[config.mk]
export PLATFORM = sky130hd
export DESIGN_NAME = meter_display
export DESIGN_NICKNAME = d
export VERILOG_FILES = /design/src/rtl/meter_display.sv
export SDC_FILE = /design/constraint.sdc
export NUM_CORES = 1
export LEC_CHECK = 0
export CAP_MARGIN = 5
export CORE_ASPECT_RATIO = 1.25
export CORE_MARGIN = 3
export CORE_UTILIZATION = 50
export CTS_CLUSTER_DIAMETER = 100
export CTS_CLUSTER_SIZE = 25
export DETAILED_ROUTE_END_ITERATION = 8
export PLACE_DENSITY = 0.76
export SLEW_MARGIN = 10
export SYNTH_ARGS = -nofsm -noshare
export SYNTH_HDL_FRONTEND = slang
export SYNTH_SLANG_ARGS = --single-unit
[constraint.sdc]
create_clock -name clk -period 2.25 [get_ports clk]
set_input_delay 0.5625 -clock clk [delete_from_list [all_inputs] [get_ports clk]]
set_output_delay 0.5625 -clock clk [all_outputs]
set_load 0.005 [all_outputs]
[src/rtl/meter_display.sv]
`default_nettype none
// meter_display: sequential binary-to-BCD converter feeding a multiplexed
// 4-digit common-anode 7-segment display with expired/low-balance blinking.
module meter_display #(
  parameter int REFRESH_DIV = 100000,
  parameter int HALF_DIV    = 50000000
) (
  input  logic        clk,
  input  logic        rst_n,
  input  logic [13:0] count,
  output logic [3:0]  an,
  output logic [6:0]  seg,
  output logic [15:0] bcd,
  output logic        conv_done
);
  localparam int RW = $clog2(REFRESH_DIV);
  localparam int HW = $clog2(HALF_DIV);
  localparam logic [RW-1:0] REFRESH_MAX = RW'(REFRESH_DIV - 1);
  localparam logic [HW-1:0] HALF_MAX    = HW'(HALF_DIV - 1);
  localparam logic [13:0]   COUNT_MAX   = 14'd9999;

  typedef enum logic [1:0] {
    LOAD  = 2'd0,
    SHIFT = 2'd1,
    DONE  = 2'd2
  } state_t;

  state_t      state, state_next;
  logic [13:0] sample;
  logic [15:0] scratch;
  logic [15:0] adjusted;
  logic [29:0] shifted;
  logic [3:0]  shift_idx;

  logic [RW-1:0] refresh_cnt;
  logic [1:0]    digit_idx;
  logic [HW-1:0] half_cnt;
  logic [1:0]    phase;
  logic [3:0]    digit;
  logic [6:0]    seg_dec;
  logic          display_on;

  always_ff @(posedge clk) begin
    if (!rst_n) state <= LOAD;
    else        state <= state_next;
  end

  always_comb begin
    state_next = state;
    case (state)
      LOAD:    state_next = SHIFT;
      SHIFT:   if (shift_idx == 4'd13) state_next = DONE;
      DONE:    state_next = LOAD;
      default: state_next = LOAD;
    endcase
  end

  // Double-dabble: correct every nibble >= 5 before the shift so it carries as decimal.
  always_comb begin
    adjusted = scratch;
    for (int i = 0; i < 4; i++) begin
      if (scratch[4*i +: 4] >= 4'd5) adjusted[4*i +: 4] = scratch[4*i +: 4] + 4'd3;
    end
    shifted = {adjusted, sample} << 1;
  end

  always_ff @(posedge clk) begin
    if (!rst_n) begin
      sample    <= '0;
      scratch   <= '0;
      shift_idx <= '0;
      bcd       <= '0;
      conv_done <= 1'b0;
    end else begin
      conv_done <= 1'b0;
      case (state)
        LOAD: begin
          sample    <= (count > COUNT_MAX) ? COUNT_MAX : count;
          scratch   <= '0;
          shift_idx <= '0;
        end
        SHIFT: begin
          scratch   <= shifted[29:14];
          sample    <= shifted[13:0];
          shift_idx <= shift_idx + 4'd1;
        end
        DONE: begin
          bcd       <= scratch;
          conv_done <= 1'b1;
        end
        default: ;
      endcase
    end
  end

  always_comb begin
    case (digit_idx)
      2'd0:    digit = bcd[3:0];
      2'd1:    digit = bcd[7:4];
      2'd2:    digit = bcd[11:8];
      default: digit = bcd[15:12];
    endcase
    case (digit)
      4'd0:    seg_dec = 7'h40;
      4'd1:    seg_dec = 7'h79;
      4'd2:    seg_dec = 7'h24;
      4'd3:    seg_dec = 7'h30;
      4'd4:    seg_dec = 7'h19;
      4'd5:    seg_dec = 7'h12;
      4'd6:    seg_dec = 7'h02;
      4'd7:    seg_dec = 7'h78;
      4'd8:    seg_dec = 7'h00;
      4'd9:    seg_dec = 7'h10;
      default: seg_dec = 7'h7F;
    endcase
    // Expired blinks at 1 s, under 200 s at 2 s, otherwise steady.
    display_on = 1'b1;
    if (bcd == 16'h0000)     display_on = ~phase[0];
    else if (bcd < 16'h0200) display_on = ~phase[1];
  end

  always_ff @(posedge clk) begin
    if (!rst_n) begin
      refresh_cnt <= '0;
      digit_idx   <= '0;
      half_cnt    <= '0;
      phase       <= '0;
      an          <= 4'b1111;
      seg         <= 7'h7F;
    end else begin
      if (refresh_cnt == REFRESH_MAX) begin
        refresh_cnt <= '0;
        digit_idx   <= digit_idx + 2'd1;
      end else begin
        refresh_cnt <= refresh_cnt + 1'b1;
      end
      if (half_cnt == HALF_MAX) begin
        half_cnt <= '0;
        phase    <= phase + 2'd1;
      end else begin
        half_cnt <= half_cnt + 1'b1;
      end
      an  <= display_on ? ~(4'b0001 << digit_idx) : 4'b1111;
      seg <= display_on ? seg_dec : 7'h7F;
    end
  end
endmodule
`default_nettype wire

==> impl_metrics.csv <==
group,metric,value,unit
die,rows,40,
setup_path,critical_path.slowest_cell,"dfxtp_1",
drt,drt_iter0_markers,236,
drt,highest_layer,"met4",
synth,syn_avg_cell_area,8.65,um^2
die,dieWidth,96.8,um
clocking,cts.clk_slew.worst_paths,0.07,ns
clocking,cts-root-buf,"clkbuf_16",
setup_path,timing.rr.start,"digit_idx[0]$_SDFFE_PN0N_",
die,die_area,11600,um^2
setup_path,path_max_fanout,5,
clocking,worstSkewPairLatency,0.34,ns
synth,yosysWarnings,0,
sta,rsz0062_at_grt,"no",
global_routing,grt_first_pass_wirelength,17400,um
sta,holdWs,0.489,ns
placed_design,dp_slack,0.114,ns
drt,met2WireLength,5220,um
finish,final_util,61.4,%
synth,yosys.cell_count.top_type,"dfxtp_1",
placed_design,gp_congestion,0.826,
status,status,"finished clean",
sta,post-route-min-period,2.10,ns
sta,fin_setup_tns,0,ns
setup_path,cp.arrival,2.31,ns
synth,seq_area_frac_synth,43.1,%
hold_path,min_from,"phase[1]$_SDFFE_PN0N_",
placed_design,port_buffers,43,
die,io_pins,44,
sta,setup_violations,0,
setup_path,path_cells,"inv_1 -> ha_1 -> a222oi_1 -> buf_4 -> mux2i_2 -> ha_1 -> nor3b_1 -> o21ai_0",
setup_path,worst_setup_path_start_kind,"flip-flop",
setup_path,ff2ff_path_depth,8,
synth,ys.flop_type,"dfxtp_1",
power,leakagePower,0.00226,uW
drt,drc,0,
sta,drv_slew,0,
drt,routedWlPerCell,13.4,um
finish,post_route_cells_drive_above_1_share,5.76,%
sta,worstMarginPinSlew,0.631,ns
drt,vias,4173,
synth,synth_enable_flop_cells,0,
finish,fillers,858,
synth,yosys.area.top_type_share,43.1,%
synth,synthCells,596,
setup_path,path_class,"flip-flop to flip-flop",
power,power_density,605,nW/um^2
sta,fin_skew,0.00634,ns
power,max-vdd-ir-drop,0.326,mV
finish,nets,673,
sta,setup_ws,0.146,ns
setup_path,cp_top_family,"adder cells",
setup_path,required,2.45,ns
synth,synth.distinct_cells,47,
finish,diodes,0,
synth,synth_area_leader_cell,"dfxtp_1",
global_routing,overflow,0,
sta,slew-limit-headroom,56.7,%
setup_path,r2r_end,"seg[6]$_SDFF_PN1_",
power,p_total,3640,uW
sta,clock.fmax,475,MHz
drt,finalWirelength,10300,um
global_routing,grt_max_degree,65,
synth,synth.top_cells.by_area,"dfxtp_1 (43%), nand2_1 (5.5%), nor2_1 (5.0%)",
sta,hold_viol,0,
drt,drt_first_pass_iters,5,
synth,syn-cell-area,5150,um^2
clocking,clk_path_buf_depth,2,
hold_path,holdPathStages,2,
die,die_h,120,um
drt,met1_length,4630,um
clocking,clock_sinks,111,
synth,ys_ff_latch,111,
clocking,numCtsBuffers,9,
hold_path,holdPathEnd,"phase[1]$_SDFFE_PN0N_",
setup_path,critPathBufInv,2,
global_routing,track_usage,17.7,%
setup_path,cp-end-kind,"flip-flop",
die,core-area,9810,um^2
drt,vias_per_cell,5.43,
setup_path,ff2ff_setup_slack,0.15,ns
synth,async_flop_share,0,%
synth,synthesis.nets,632,
setup_path,cpPeakStageDelay,0.41,ns
placed_design,dp_hpwl,7240,um
drt,wl_met3,308,um
die,start_util,52.5,%
clocking,cts_tree,"yes",
hold_path,min_path_type,"flip-flop to flip-flop",
setup_path,cpMostUsedCell,"ha_1",
global_routing,antenna_found_initial,0,
drt,ant_nets,0,
finish,area_growth,16.9,%
sta,period_share,93.5,%
job,maxCapViolations,0,
global_routing,grt_pass1_vias,3952,
clocking,htreeDepth,3,
synth,synthTopCellsByCount,"dfxtp_1 (111), nand2_1 (76), nor2_1 (69)",
## placed cells by master, fill, tap and decap left out, drive strengths merged, types with 20 or more instances in the layout
master	count
dfxtp	111
nand2	76
nor2	69
clkdlybuf4s50	42
o21ai	29
nand3	27
xor2	27
inv	25
xnor2	22
a21boi	21
ha	20
## sequential cells by signal, indices dropped and copies added, names as in the netlist
register     flops
shift_idx        4
sample          14
an               4
seg              7
conv_done        1
half_cnt        26
digit_idx        2
bcd             16
state            2
phase            2
refresh_cnt     17
scratch         16
## timing repair
item | 4_1_cts | 5_1_grt
setup endpoints to repair | 0 | 6
hold buffers | 0 | 0
buffers inserted | 0 | 2
resized for setup | 0 | 4
## logic make-up (layout without fill, tap and decap cells)
kind of cell	Yosys count	in the layout	share of synthesized area (%)
xor gates and xnor gates	49	49	8.33
and+or+nand+nor	258	258	24.6
muxes	12	13	2.36
buffers and inverters	52	97	4.32
AOI/OAI and AO/OA	94	94	12.4
adders and majority gates	20	20	4.86
DFF	111	111	43.1
## worst min-delay path: stages, from the launching register on
cell	delay [ns]
dfxtp_1	0.32
nand2_1	0.06
mux2i_1	0.06
## metrics by stage
step	instance area [um^2]	instances
global route	6020	768
global placement	5720	749
finish	6020	768
detailed placement	5720	749
floorplan	5150	596
CTS	5990	765
## worst max-delay path by stage
stage,start,to,cells past startpoint
6_report,digit_idx[0]$_SDFFE_PN0N_,seg[6]$_SDFF_PN1_,8
5_1_grt,digit_idx[0]$_SDFFE_PN0N_,seg[6]$_SDFF_PN1_,8
4_1_cts,digit_idx[1]$_SDFFE_PN0N_,seg[6]$_SDFF_PN1_,7
3_5_place_dp,count[7],sample[2]$_SDFFE_PN0P_,6
3_3_place_gp,count[7],sample[10]$_SDFFE_PN0P_,6
2_1_floorplan,digit_idx[1]$_SDFFE_PN0N_,seg[5]$_SDFF_PN1_,8
## area by class of cell
cell class              instances  area (um^2)  area share [%]
well taps                     126          158            2.62
clock buffers                  12          236            3.93
repair buffers                 57          556            9.22
inverters                      24         90.1            1.50
flip-flops and latches        111         2220            36.9
multi-input cells             434         2730            45.3
clock inverters                 4         30.0           0.499
## per-layer routing
layer	track usage, %	vias to the layer above
met2	32.2	74
li1	-	2111
met4	6.50	0
met3	3.31	14
met5	0	-
met1	20.7	1974
## where the power goes
group	switching, uW	total [uW]	internal [uW]
sequential	24.9	2020	2000
clock	692	1450	757
combinational	84.9	173	87.7
total	802	3640	2840
No activity file was read; power rests on OpenSTA's default activity.
